## src/rtl/des_rr_arbiter_if.sv

```systemverilog
`default_nettype none
// ============================================================================
//  Module      : des_rr_arbiter_if
//  Description : Bundle of source, deserializer and downstream signals around
//                the round-robin deserializer arbiter.
//  Revision    : 1.0 - initial release
// ============================================================================
interface des_rr_arbiter_if #(
    parameter int N_SRC = 4,
    parameter int BITS  = 8
);
    localparam int SRC_W = (N_SRC > 1) ? $clog2(N_SRC) : 1;

    logic [N_SRC-1:0] req;
    logic [N_SRC-1:0] src_bit;
    logic [N_SRC-1:0] grant;
    logic             des_status_out;
    logic             des_data_ready;
    logic [BITS-1:0]  des_data_out;
    logic             des_write_in;
    logic             des_data_in;
    logic             des_ack_in;
    logic [BITS-1:0]  out_data;
    logic [SRC_W-1:0] out_src;
    logic             out_valid;
    logic             out_ready;
    logic             busy;

    modport master (
        input  req, src_bit, des_status_out, des_data_ready, des_data_out, out_ready,
        output grant, des_write_in, des_data_in, des_ack_in, out_data, out_src,
               out_valid, busy
    );

    modport slave (
        output req, src_bit, des_status_out, des_data_ready, des_data_out, out_ready,
        input  grant, des_write_in, des_data_in, des_ack_in, out_data, out_src,
               out_valid, busy
    );
endinterface
`default_nettype wire

```

## src/rtl/des_rr_arbiter.sv

```systemverilog
`default_nettype none
// ============================================================================
//  Module      : des_rr_arbiter
//  Description : Round-robin arbiter sharing one deserializer between N_SRC
//                serial sources. Optional WAIT_RDY watchdog with sticky err
//                output: define DES_RR_ARBITER_TIMEOUT_EN.
//  Revision    : 1.0 - initial release
// ============================================================================
module des_rr_arbiter #(
    parameter int N_SRC   = 4,
    parameter int BITS    = 8,
    parameter int TIMEOUT = 32
) (
    input  wire logic         clock_100KHz,
    input  wire logic         reset,
`ifdef DES_RR_ARBITER_TIMEOUT_EN
    output logic              err,
`endif
    des_rr_arbiter_if.master  bus
);

    localparam int SRC_W = (N_SRC > 1) ? $clog2(N_SRC) : 1;
    localparam int CNT_W = (BITS > 1) ? $clog2(BITS) : 1;

    localparam logic [SRC_W-1:0] c_last_src = SRC_W'(N_SRC - 1);
    localparam logic [CNT_W-1:0] c_last_bit = CNT_W'(BITS - 1);

    if (N_SRC < 1 || N_SRC > 8 || BITS < 2 || TIMEOUT < 1) begin : g_param_check
        $error("des_rr_arbiter: unsupported parameter combination");
    end

    typedef enum logic [1:0] {
        S_IDLE     = 2'd0,
        S_SHIFT    = 2'd1,
        S_WAIT_RDY = 2'd2,
        S_DELIVER  = 2'd3
    } state_t;

    state_t           r_state;
    logic [N_SRC-1:0] r_grant;
    logic [SRC_W-1:0] r_win;
    logic [SRC_W-1:0] r_rr_ptr;
    logic [CNT_W-1:0] r_bit_cnt;
    logic             r_write;
    logic             r_ack;
    logic [BITS-1:0]  r_out_data;
    logic [SRC_W-1:0] r_out_src;
    logic             r_out_valid;
    logic             r_busy;
    logic [SRC_W-1:0] w_pick;

`ifdef DES_RR_ARBITER_TIMEOUT_EN
    localparam int              WD_W      = $clog2(TIMEOUT + 1);
    localparam logic [WD_W-1:0] c_wd_last = WD_W'(TIMEOUT - 1);
    logic [WD_W-1:0] r_wd_cnt;
    logic            r_err;
    assign err = r_err;
`endif

    // First requester at or after the pointer, wrapping around N_SRC.
    function automatic logic [SRC_W-1:0] f_pick(input logic [N_SRC-1:0] req_v,
                                                 input logic [SRC_W-1:0] ptr);
        logic [SRC_W-1:0] sel;
        logic             found;
        int               idx;
        sel   = '0;
        found = 1'b0;
        for (int i = 0; i < N_SRC; i++) begin
            idx = int'(ptr) + i;
            if (idx >= N_SRC) idx = idx - N_SRC;
            if (!found && req_v[idx[SRC_W-1:0]]) begin
                sel   = idx[SRC_W-1:0];
                found = 1'b1;
            end
        end
        return sel;
    endfunction

    assign w_pick = f_pick(bus.req, r_rr_ptr);

    always_ff @(posedge clock_100KHz) begin
        if (!reset) begin
            r_state     <= S_IDLE;
            r_grant     <= '0;
            r_win       <= '0;
            r_rr_ptr    <= '0;
            r_bit_cnt   <= '0;
            r_write     <= 1'b0;
            r_ack       <= 1'b0;
            r_out_data  <= '0;
            r_out_src   <= '0;
            r_out_valid <= 1'b0;
            r_busy      <= 1'b0;
`ifdef DES_RR_ARBITER_TIMEOUT_EN
            r_wd_cnt    <= '0;
            r_err       <= 1'b0;
`endif
        end else begin
            r_ack <= 1'b0;
            case (r_state)
                S_IDLE: begin
                    if ((|bus.req) && bus.des_status_out) begin
                        r_grant         <= '0;
                        r_grant[w_pick] <= 1'b1;
                        r_win           <= w_pick;
                        r_bit_cnt       <= '0;
                        r_write         <= 1'b1;
                        r_busy          <= 1'b1;
                        r_state         <= S_SHIFT;
                    end
                end
                S_SHIFT: begin
                    r_bit_cnt <= r_bit_cnt + 1'b1;
                    if (r_bit_cnt == c_last_bit) begin
                        r_grant  <= '0;
                        r_write  <= 1'b0;
                        r_rr_ptr <= (r_win == c_last_src) ? '0 : r_win + 1'b1;
                        r_state  <= S_WAIT_RDY;
`ifdef DES_RR_ARBITER_TIMEOUT_EN
                        r_wd_cnt <= '0;
`endif
                    end
                end
                S_WAIT_RDY: begin
                    if (bus.des_data_ready) begin
                        r_out_data  <= bus.des_data_out;
                        r_out_src   <= r_win;
                        r_out_valid <= 1'b1;
                        r_state     <= S_DELIVER;
                    end
`ifdef DES_RR_ARBITER_TIMEOUT_EN
                    // Watchdog: flush the deserializer and drop the word.
                    else if (r_wd_cnt == c_wd_last) begin
                        r_err   <= 1'b1;
                        r_ack   <= 1'b1;
                        r_busy  <= 1'b0;
                        r_state <= S_IDLE;
                    end else begin
                        r_wd_cnt <= r_wd_cnt + 1'b1;
                    end
`endif
                end
                S_DELIVER: begin
                    if (r_out_valid && bus.out_ready) begin
                        r_out_valid <= 1'b0;
                        r_ack       <= 1'b1;
                        r_busy      <= 1'b0;
                        r_state     <= S_IDLE;
                    end
                end
                default: r_state <= S_IDLE;
            endcase
        end
    end

    assign bus.grant        = r_grant;
    assign bus.des_write_in = r_write;
    assign bus.des_data_in  = r_write ? bus.src_bit[r_win] : 1'b0;
    assign bus.des_ack_in   = r_ack;
    assign bus.out_data     = r_out_data;
    assign bus.out_src      = r_out_src;
    assign bus.out_valid    = r_out_valid;
    assign bus.busy         = r_busy;

endmodule
`default_nettype wire
```

## src/flat_wrapper.sv

```systemverilog
// flat-port wrapper written by rule: the top's interface ports become plain ports
module des_rr_arbiter_flat 
#(
    parameter int N_SRC   = 4,
    parameter int BITS    = 8,
    parameter int TIMEOUT = 32
)
  (clock_100KHz, reset, bus_req, bus_src_bit, bus_des_status_out, bus_des_data_ready, bus_des_data_out, bus_out_ready, bus_grant, bus_des_write_in, bus_des_data_in, bus_des_ack_in, bus_out_data, bus_out_src, bus_out_valid, bus_busy);
  des_rr_arbiter_if #(.N_SRC(N_SRC), .BITS(BITS)) bus_i ();
  input  wire logic clock_100KHz;
  input  wire logic reset;
  input wire logic [$bits(bus_i.req)-1:0] bus_req;
  input wire logic [$bits(bus_i.src_bit)-1:0] bus_src_bit;
  input wire logic [$bits(bus_i.des_status_out)-1:0] bus_des_status_out;
  input wire logic [$bits(bus_i.des_data_ready)-1:0] bus_des_data_ready;
  input wire logic [$bits(bus_i.des_data_out)-1:0] bus_des_data_out;
  input wire logic [$bits(bus_i.out_ready)-1:0] bus_out_ready;
  output wire logic [$bits(bus_i.grant)-1:0] bus_grant;
  output wire logic [$bits(bus_i.des_write_in)-1:0] bus_des_write_in;
  output wire logic [$bits(bus_i.des_data_in)-1:0] bus_des_data_in;
  output wire logic [$bits(bus_i.des_ack_in)-1:0] bus_des_ack_in;
  output wire logic [$bits(bus_i.out_data)-1:0] bus_out_data;
  output wire logic [$bits(bus_i.out_src)-1:0] bus_out_src;
  output wire logic [$bits(bus_i.out_valid)-1:0] bus_out_valid;
  output wire logic [$bits(bus_i.busy)-1:0] bus_busy;
  assign bus_i.req = bus_req;
  assign bus_i.src_bit = bus_src_bit;
  assign bus_i.des_status_out = bus_des_status_out;
  assign bus_i.des_data_ready = bus_des_data_ready;
  assign bus_i.des_data_out = bus_des_data_out;
  assign bus_i.out_ready = bus_out_ready;
  assign bus_grant = bus_i.grant;
  assign bus_des_write_in = bus_i.des_write_in;
  assign bus_des_data_in = bus_i.des_data_in;
  assign bus_des_ack_in = bus_i.des_ack_in;
  assign bus_out_data = bus_i.out_data;
  assign bus_out_src = bus_i.out_src;
  assign bus_out_valid = bus_i.out_valid;
  assign bus_busy = bus_i.busy;
  des_rr_arbiter #(.N_SRC(N_SRC), .BITS(BITS), .TIMEOUT(TIMEOUT)) u_core (.clock_100KHz(clock_100KHz), .reset(reset), .bus(bus_i));
endmodule
```

## config.mk

```make
export PLATFORM = sky130hd
export DESIGN_NAME = des_rr_arbiter_flat
export DESIGN_NICKNAME = d
export VERILOG_FILES = /design/src/rtl/des_rr_arbiter_if.sv /design/src/rtl/des_rr_arbiter.sv /design/src/flat_wrapper.sv
export SDC_FILE = /design/constraint.sdc
export NUM_CORES = 1
export LEC_CHECK = 0
export ABC_AREA = 0
export CORE_ASPECT_RATIO = 1.75
export CORE_MARGIN = 1
export CORE_UTILIZATION = 40
export CTS_BUF_LIST = sky130_fd_sc_hd__clkbuf_4 sky130_fd_sc_hd__clkbuf_8
export CTS_CLUSTER_SIZE = 20
export DETAILED_ROUTE_END_ITERATION = 10
export PLACE_DENSITY_LB_ADDON = 0.08
export SYNTH_ARGS = -nofsm -noshare
export SYNTH_HDL_FRONTEND = slang
export SYNTH_SLANG_ARGS = --single-unit
```

## constraint.sdc

```tcl
create_clock -name clock_100KHz -period 1.77 [get_ports clock_100KHz]
set_input_delay 0.354 -clock clock_100KHz [delete_from_list [all_inputs] [get_ports clock_100KHz]]
set_output_delay 0.354 -clock clock_100KHz [all_outputs]
set_load 0.01 [all_outputs]
```

# Yosys cells after proc, flatten, opt, wreduce, memory -nomap -nowiden
# Cells that the tools add are included.
dict set report word_totals {
  ff_bits 27
  inputBits 21
  output_inout_bits 19
  word_cells 106
}
dict set report classes {
  add_sub_neg 9
  order_cmp 11
  n_eq_ne 9
  mux 43
  n_reduce_logical 23
}
# operator count
set ops {}
lappend ops {{$mux W2} 13}
lappend ops {{$lt A2 B3 Y1 const B} 6}
lappend ops {{$mux W1} 15}
lappend ops {{$bmux W1 S2} 5}
lappend ops {{$reduce_and A2 Y1} 5}
lappend ops {{$ge A3 B3 Y1 const B} 3}
lappend ops {{$reduce_and A3 Y1} 3}
lappend ops {{$mux W4} 2}
lappend ops {{$pmux W2 S4} 1}
lappend ops {{$pmux W4 S2} 1}
lappend ops {{$sub A2 B1 Y2 const B} 4}
lappend ops {{$add A2 B2 Y3 const B} 2}
lappend ops {{$eq A2 B2 Y1 const B} 3}
lappend ops {{$logic_and A1 B1 Y1} 6}
lappend ops {{$ne A2 B1 Y1 const B} 3}
lappend ops {{$pmux W1 S2} 3}
lappend ops {{$pmux W3 S2} 1}
lappend ops {{$reduce_bool A2 Y1} 3}
lappend ops {{$reduce_and A4 Y1} 1}
lappend ops {{$reduce_or A4 Y1} 1}
lappend ops {{$add A2 B1 Y3 const B} 1}
lappend ops {{$add A3 B1 Y3 const B} 1}
lappend ops {{$eq A3 B3 Y1 const B} 1}
lappend ops {{$ge A2 B3 Y1 const B} 1}
lappend ops {{other kinds (8)} 10}

# Logic depth before layout (Yosys ltp)
# Gate-level depths: netlist of run 1.
dict set report logic_depth {
  word_depth 20
  ltp_mapped 6
  ltp_nobuf 6
}

# Worst setup path after synthesis of run 1
# No wires, ideal clock.
dict set report synth_path {
  path_kind {register to register}
  startpoint {reg u_core.r_state[0]}
  endpoint {reg u_core.r_grant[0], in the netlist u_core.bus.grant[0]}
  setup_ns 0.117
  t_arrival_ns 1.348
  required_ns 1.653
  path_slack_ns 0.305
  stages_incl_launch_ff 6
  n_path_buf 0
  synth_period_minus_slack_ns 1.465
  path_cell_list {dfxtp_1 -> inv_1 -> ha_1 -> and2_4 -> o31a_4 -> a32o_1}
}
dict set report synth_between {
  elab_chain_len 3
  elab_cells_between_ends 7
  classes_between {eq/ne (3); mux (1); reduce/logical (3)}
}
# item line
set synth_rtl {}
lappend synth_rtl {{start, declared} des_rr_arbiter.sv:39} ;# state_t r_state;
lappend synth_rtl {{start signal, assigned} des_rr_arbiter.sv:83} ;# r_state <= S_IDLE;
lappend synth_rtl {{start signal, assigned} des_rr_arbiter.sv:109} ;# r_state <= S_SHIFT;
lappend synth_rtl {{start signal, assigned} des_rr_arbiter.sv:118} ;# r_state <= S_WAIT_RDY;
lappend synth_rtl {{$eq A2 B1 Y1 or $logic_not A2 Y1 (tied branches)} des_rr_arbiter.sv:100} ;# case (r_state)
lappend synth_rtl {{$ne A2 B1 Y1 (no line) or $reduce_bool A2 Y1 (tied branches)} -}
lappend synth_rtl {{$reduce_and A3 Y1 (no line)} -}
lappend synth_rtl {{end signal, assigned} des_rr_arbiter.sv:103} ;# r_grant <= '0;
lappend synth_rtl {{end signal, assigned by index} des_rr_arbiter.sv:104} ;# r_grant[w_pick] <= 1'b1;
lappend synth_rtl {{end signal, assigned} des_rr_arbiter.sv:115} ;# r_grant <= '0;
lappend synth_rtl {{end, declared} des_rr_arbiter.sv:40} ;# logic [N_SRC-1:0] r_grant;
# Parallel ways exist; a longest one is shown, timed or not.
# A chain may end at the register's enable or synchronous reset.

# Worst setup path after layout of run 1
dict set report layout_path {
  startpoint {reg u_core.r_win[0]}
  endpoint {out bus_des_data_in}
}
dict set report layout_between {
  elab_chain_len 3
}
# item line
set layout_rtl {}
lappend layout_rtl {{start, declared} des_rr_arbiter.sv:41} ;# logic [SRC_W-1:0] r_win;
lappend layout_rtl {{start signal, assigned} des_rr_arbiter.sv:105} ;# r_win <= w_pick;
lappend layout_rtl {{$bmux W1 S2} des_rr_arbiter.sv:158} ;# assign bus.des_data_in = r_write ? bus.src_bit[r_win] : 1'b0;
lappend layout_rtl {{$mux W1 (implied by the code)} des_rr_arbiter.sv:158}
lappend layout_rtl {{$mux W1} des_rr_arbiter.sv:158}
lappend layout_rtl {{end, declared} flat_wrapper.sv:20} ;# output wire logic [$bits(bus_i.des_data_in)-1:0] bus_des_data_in;
# No other way between the ends. The select of a mux whose other input is x is not followed.

==> results by group, run 1 <==
Critical path
  • Crit path max fanout: 2
  • FF-to-FF path depth: 5
  • Element type at the critical path end: output port
  • CP required: 1.42 ns
  • Crit-path slowest cell: mux4_2
  • Worst flop-to-flop path endpoint: u_core.bus.grant[0]
  • Setup crit start kind: register
  • Critical path class: register to output port
  • Largest stage delay on the critical path: 0.48 ns
  • Flop-to-flop setup slack: 0.13 ns
  • Critical Path, Cell by Cell: mux4_2, and2_1, buf_2
  • CP arrival: 1.35 ns
  • FF-to-FF Start: u_core.r_state[0]

Power and ir drop
  • Pleak: 0.669 nW
  • Total Power: 1.82 mW
  • Worst vdd rail ir drop: 754 uV
  • Pwr Density: 1030 nW/um^2

Detailed routing
  • Final wirelength: 2.88 mm
  • DRT iter0 DRCs: 30
  • Via-to-Cell Ratio: 5.36
  • Vias: 1180
  • Average wire per standard cell: 13.1 um
  • Number of routed nets with antenna violations: 0
  • DRC: 4
  • Pre-antenna DRT Iters: 7

Status
  • Status: finished, violations left
  • Violated checks: DRC

Layout
  • Antenna diode count: 0
  • Final core utilization: 0.605
  • Area of the multi-input gates: 702 um^2
  • Final net count: 221
  • Area added between synthesis and finish: 42.3%
  • Share of cells above drive strength 1: 0.109
  • Reg area: 542 um^2
  • Filler cells: 271
  • Final std cells w/o fill: 220

Logic synthesis
  • Syn Nets: 173
  • Cell count after synthesis: 145
  • Async set or reset register ratio after synthesis: 0
  • Post-synth EDFFs: 0
  • Unique masters post-synth: 37
  • Synthesized area: 1240 um^2
  • Sequential share of the synthesized area: 0.434
  • Avg Inst Size Synth: 8.59 um^2
  • Ys flop type: dfxtp_1
  • Yosys reg bits: 27
  • Ys Warns: 0

Clocking
  • Root Buffer: clkbuf_8
  • TritonCTS buffer count: 3
  • Clock insertion delay at the later pin of the skew report: 0.26 ns
  • CTS Buffer Depth: 2
  • CTS tree: done
  • Hold buffer count at CTS: 0
  • Reg clk slew, reported paths: 0.09 ns
  • Clk sinks: 27
  • H-tree depth: 1

Placement
  • IO Port Bufs: 39
  • Place WS: -0.429 ns
  • Gpl congestion: 0.776
  • DP HPWL: 2.20 mm
  • Placed cells: 216

Die
  • Core Area: 2930 um^2
  • Rows: 26
  • Die area: 3350 um^2
  • Initial Util: 0.425
  • Die W: 44.2 um
  • Die height: 75.8 um
  • I/O pins: 40

Global routing
  • Vias in the first global route: 1115
  • Pin count of the biggest net entering global routing: 15
  • Total Routing Usage GR: 0.181
  • Initial antenna violation count: 0
  • Global-route wire length before repair: 4.66 mm
  • Total grt overflow: 0

Min path
  • Worst hold endpoint: u_core.bus.out_data[6]
  • WHS Path Cells: 2
  • Worst hold path class: register to register
  • Hold_sp: u_core.bus.out_data[6]

STA
  • Setup TNS Final: 0 ns
  • Worst-margin pin slew: 0.408 ns
  • Slew headroom: 0.728
  • Final hold violation count: 0
  • Achievable Freq: 0.586 GHz
  • Final period utilization: 0.964
  • RSZ-0062 raised after global routing: false
  • Clk_skew: 0.00331 ns
  • Tmin final: 1.71 ns
  • Setup ws final: 0.0642 ns
  • Slew Viols, Final: 0
  • Count of final setup violators: 0

Flow run
  • MaxCap Viol Count: 0
## final cells by class
| class | instances | share of cell area |
|---|---|---|
| flip-flops and latches | 27 | 0.306 |
| repair buffers | 46 | 0.244 |
| multi-input cells | 112 | 0.396 |
| clock buffers | 4 | 0.0275 |
| inverters | 3 | 0.00636 |
| well taps | 28 | 0.0198 |
## sequential cells by signal (all words and copies together) (netlist names)
name	flops
u_core.bus.out_data	8
u_core.bus.grant	4
u_core.r_bit_cnt	3
u_core.bus.out_src	2
u_core.r_rr_ptr	2
u_core.r_state	2
u_core.r_win	2
u_core.bus.busy	1
u_core.bus.des_ack_in	1
u_core.bus.des_write_in	1
u_core.bus.out_valid	1
## timing repair
item	in CTS	in global routing
buffers inserted	0	0
setup endpoints to repair	1	7
gates resized for setup	8	4
pin swaps	1	0
## worst max-delay path, delay by kind of cell (launching register included)
kind | cells | cell delay, ns
buf+inv | 1 | 0.13
flops | 1 | 0.34
mux | 1 | 0.48
simple gates | 1 | 0.14
## cell usage in the layout (no fill, tap or decap), types with 2 or more instances in the layout
cell / count
buf_4: 7
o21ai_1: 3
clkbuf_8: 3
nand3_1: 3
dlygate4sd2_1: 4
nand4_1: 2
ha_1: 6
nor2_1: 8
inv_1: 2
dfxtp_1: 26
and2_1: 2
nor2b_1: 5
nand2_1: 36
o21ai_0: 3
clkdlybuf4s50_1: 34
a21oi_1: 17
a32o_1: 4
## stage by stage
step                      hold WS [ns]  area [um^2]
after global routing             0.474         1770
after global placement           0.440         1710
after detailed placement         0.447         1710
after floorplan                  0.432         1240
after CTS                        0.458         1750
final                            0.456         1770
## report_power, final
group | total [mW] | switching, mW | internal [mW]
combinational | 0.713 | 0.368 | 0.345
clock | 0.351 | 0.175 | 0.176
sequential | 0.755 | 0.0599 | 0.695
total | 1.82 | 0.602 | 1.22
## worst max path at each step
stage	from	to	slack, ns	cells past startpoint
2_1_floorplan	u_core.r_state[0]	u_core.bus.grant[0]	0.30	5
3_3_place_gp	bus_src_bit[3]	bus_des_data_in	-0.42	4
3_5_place_dp	bus_src_bit[3]	bus_des_data_in	-0.43	4
4_1_cts	u_core.r_win[0]	bus_des_data_in	0.02	3
5_1_grt	u_core.r_win[0]	bus_des_data_in	0.005	3
6_report	u_core.r_win[0]	bus_des_data_in	0.06	3
## cells in the mapped netlist, drive strengths merged (2+ instances only)
library cell | instances | area, um^2
a21oi | 17 | 85.1
a32o | 4 | 40.0
and2 | 3 | 21.3
clkbuf | 3 | 11.3
dfxtp | 27 | 541
ha | 7 | 87.6
inv | 2 | 7.51
nand2 | 36 | 135
nand3 | 3 | 15.0
nand4 | 2 | 12.5
nor2 | 9 | 36.3
nor2b | 5 | 31.3
o21ai | 6 | 30.0
o41ai | 2 | 25.0
## logic make-up after synthesis
family	count (synthesis)	share of synthesized area
simple gates	67	0.253
compound gates	36	0.198
flops	27	0.434
fa+ha+maj	7	0.0703
buf+inv	6	0.0181
mux	2	0.0261
## layer usage
metal | vias up | track usage | routed length, um
li1 | 604 | - | -
met1 | 546 | 0.203 | 1210
met2 | 28 | 0.338 | 1500
met3 | 2 | 0.0284 | 133
met4 | 0 | 0.0606 | 26
met5 | - | 0 | 0
(Power assumes the default switching activity.)
==> inputs of run 2 (changes only) <==
--- a/config.mk
+++ b/config.mk
@@ -7,8 +7,8 @@
 export LEC_CHECK = 0
 export ABC_AREA = 0
 export CORE_ASPECT_RATIO = 1.75
-export CORE_MARGIN = 1
-export CORE_UTILIZATION = 40
+export CORE_MARGIN = 2
+export CORE_UTILIZATION = 42
 export CTS_BUF_LIST = sky130_fd_sc_hd__clkbuf_4 sky130_fd_sc_hd__clkbuf_8
 export CTS_CLUSTER_SIZE = 20
 export DETAILED_ROUTE_END_ITERATION = 10
==> constraint.sdc (replaced) <==
create_clock -name clock_100KHz -period 1.5 [get_ports clock_100KHz]
set_input_delay 0.3 -clock clock_100KHz [delete_from_list [all_inputs] [get_ports clock_100KHz]]
set_output_delay 0.3 -clock clock_100KHz [all_outputs]
set_load 0.01 [all_outputs]
==> results by group, run 2 (same netlist as run 1, synthesis figures left out) <==
Status
  • Status: finished, violations left (unchanged)
  • Violated checks: setup timing (was DRC)

Global routing
  • Total Routing Usage GR: 0.192 (was 0.181)
  • Initial antenna violation count: 0 (unchanged)
  • Global-route wire length before repair: 5.20 mm (was 4.66 mm)
  • Total grt overflow: 0 (unchanged)
  • Vias in the first global route: 1242 (was 1115)
  • Pin count of the biggest net entering global routing: 15 (unchanged)

Layout
  • Area added between synthesis and finish: 55.1% (was 42.3%)
  • Antenna diode count: 0 (unchanged)
  • Most frequent cells in the layout: nand2_1 (34), clkdlybuf4s50_1 (27), dfxtp_1 (23) (was nand2_1 (36), clkdlybuf4s50_1 (34), dfxtp_1 (26))
  • Final core utilization: 0.674 (was 0.605)
  • Commonest non-fill, non-tap cell in the layout: nand2_1 (unchanged)
  • Filler cells: 246 (was 271)
  • Share of cells above drive strength 1: 0.225 (was 0.109)
  • Design area: 1930 um^2 (was 1770 um^2)
  • Area of the multi-input gates: 749 um^2 (was 702 um^2)
  • Reg area: 546 um^2 (was 542 um^2)
  • Max reg flops: 8 (unchanged)
  • Final net count: 233 (was 221)

Clocking
  • H-tree depth: 1 (unchanged)
  • Clk sinks: 27 (unchanged)
  • Reg clk slew, reported paths: 0.09 ns (about the same)
  • CTS tree: done (unchanged)
  • TritonCTS buffer count: 3 (unchanged)
  • Clock insertion delay at the later pin of the skew report: 0.27 ns (was 0.26 ns)
  • CTS Buffer Depth: 2 (unchanged)
  • Hold buffer count at CTS: 0 (unchanged)
  • Root Buffer: clkbuf_8 (unchanged)

STA
  • Count of final setup violators: 1 (was 0)
  • Slew Viols, Final: 0 (unchanged)
  • Setup ws final: -0.174 ns (was 0.0642 ns)
  • Clk_skew: 0.00572 ns (was 0.00331 ns)
  • Final hold violation count: 0 (unchanged)
  • Tmin final: 1.67 ns
  • Worst-margin pin slew: 0.338 ns (was 0.408 ns)
  • Slew headroom: 0.773 (was 0.728)
  • Min Hold Slack: 0.454 ns (was 0.456 ns)
  • Final period utilization: 1.12
  • RSZ-0062 raised after global routing: true (was false)
  • Achievable Freq: 0.597 GHz

Die
  • Initial Util: 0.435 (was 0.425)
  • Core Area: 2860 um^2 (was 2930 um^2)
  • Rows: 26 (unchanged)
  • Die area: 3430 um^2 (was 3350 um^2)
  • I/O pins: 40 (unchanged)
  • Die height: 76.0 um (was 75.8 um)
  • Die W: 45.2 um (was 44.2 um)

Placement
  • IO Port Bufs: 39 (unchanged)
  • Place WS: -0.618 ns (was -0.429 ns)
  • Gpl congestion: 0.881 (was 0.776)
  • DP Area: 1810 um^2 (was 1710 um^2)
  • DP HPWL: 2.45 mm (was 2.20 mm)

Critical path
  • Setup crit start kind: register (unchanged)
  • Largest stage delay on the critical path: 0.50 ns (was 0.48 ns)
  • Crit path max fanout: 2 (unchanged)
  • CP arrival: 1.37 ns (was 1.35 ns)
  • Critical Path, Cell by Cell: mux4_2, and2_4, buf_6 (was mux4_2, and2_1, buf_2)
  • Element type at the critical path end: output port (unchanged)
  • CP required: 1.20 ns (was 1.42 ns)
  • Crit-path slowest cell: mux4_2 (unchanged)
  • Critical path class: register to output port (unchanged)

Power and ir drop
  • Pint: 1.64 mW (was 1.22 mW)
  • Comb pwr share: 0.460 (was 0.392)
  • Pleak: 0.779 nW (was 0.669 nW)
  • Worst vdd rail ir drop: 831 uV (was 754 uV)
  • Seq pwr share: 0.367 (was 0.415)
  • Switching share of power: 0.326 (was 0.331)
  • Sw Pwr: 0.792 mW (was 0.602 mW)
  • Pwr Density: 1260 nW/um^2 (was 1030 nW/um^2)
  • Clk pwr share: 0.174 (was 0.193)

Flow run
  • MaxCap Viol Count: 0 (unchanged)

Detailed routing
  • Final wirelength: 3.16 mm (was 2.88 mm)
  • Number of routed nets with antenna violations: 0 (unchanged)
  • DRT iter0 DRCs: 31 (was 30)
  • Via-to-Cell Ratio: 5.44 (was 5.36)
  • Pre-antenna DRT Iters: 3 (was 7)
  • Vias: 1261 (was 1180)
  • Average wire per standard cell: 13.6 um (was 13.1 um)
  • DRC: 0 (was 4)

Min path
  • Worst hold path class: register to register (unchanged)
-- run 2: changes by cell type in the layout (fill, tap and decap cells not counted), moves of 3 or more --
cell and delta:
buf_4 +11, clkdlybuf4s50_1 -7, dfxtp_1 -3, dfxtp_2 +3, dlygate4sd2_1 +5
-- run 2: timing repair --
action / CTS / global route
pin swaps: 4 / 1
gates resized for setup: 20 / 16
buffers inserted: 1 / 0
endpoints found under the setup margin: 11 / 11
-- run 2: power by group through the flow --
stage               logic [mW]  clock network (mW)  registers, mW
floorplan                0.472                   0          0.927
global placement         0.948                   0          0.893
detailed placement       0.976                   0          0.899
CTS                       1.03               0.435          0.888
global route              1.23               0.463          0.905
finish                    1.12               0.422          0.891
-- run 2: critical path: cells and delay by family (launching register included) --
| family | cells | cell delay [ns] |
|---|---|---|
| multiplexers | 1 | 0.50 |
| AND/OR/NAND/NOR | 1 | 0.15 |
| flip-flops | 1 | 0.35 |
| buffers and inverters | 1 | 0.11 |
-- run 2: area by class of cell --
type,instances,share of cell area
flip-flops and latches,27,0.283
clock buffers,4,0.0253
repair buffers,58,0.280
multi-input cells,112,0.388
inverters,3,0.00583
well taps,28,0.0181
-- run 2: worst paths after layout --
kind                                        startpoint                endpoint  slack (ns)  cells after the start
worst max-delay path                   u_core.r_win[0]         bus_des_data_in       -0.17                      3
worst min-delay path            u_core.bus.out_data[4]  u_core.bus.out_data[4]        0.45                      2
worst max register to register       u_core.r_state[0]     u_core.bus.grant[0]        0.06                      5
worst min register to register  u_core.bus.out_data[4]  u_core.bus.out_data[4]        0.45                      2
-- run 2: routing by layer --
layer  up-vias  GRT usage  part of all wire
met5         -          0                 0
met4         0     0.0588             0.017
met3         6     0.0237             0.044
met2        30      0.366              0.56
met1       589      0.201              0.38
li1        636          -                 -
-- run 2: per-stage QoR --
step / total power, mW / instances / setup TNS (ns)
5_1_grt: 2.60 / 232 / -0.256
3_5_place_dp: 1.87 / 227 / -5.15
3_3_place_gp: 1.84 / 227 / -4.74
6_report: 2.43 / 232 / -0.174
4_1_cts: 2.35 / 232 / -0.193
2_1_floorplan: 1.40 / 145 / 0
==> inputs of run 3 (changes only) <==
--- a/config.mk
+++ b/config.mk
@@ -10,7 +10,6 @@
 export CORE_MARGIN = 2
 export CORE_UTILIZATION = 42
 export CTS_BUF_LIST = sky130_fd_sc_hd__clkbuf_4 sky130_fd_sc_hd__clkbuf_8
-export CTS_CLUSTER_SIZE = 20
 export DETAILED_ROUTE_END_ITERATION = 10
 export PLACE_DENSITY_LB_ADDON = 0.08
 export SYNTH_ARGS = -nofsm -noshare
==> results of run 3 <==
The final DEF is identical to that of run 2; final timing and power are the same.
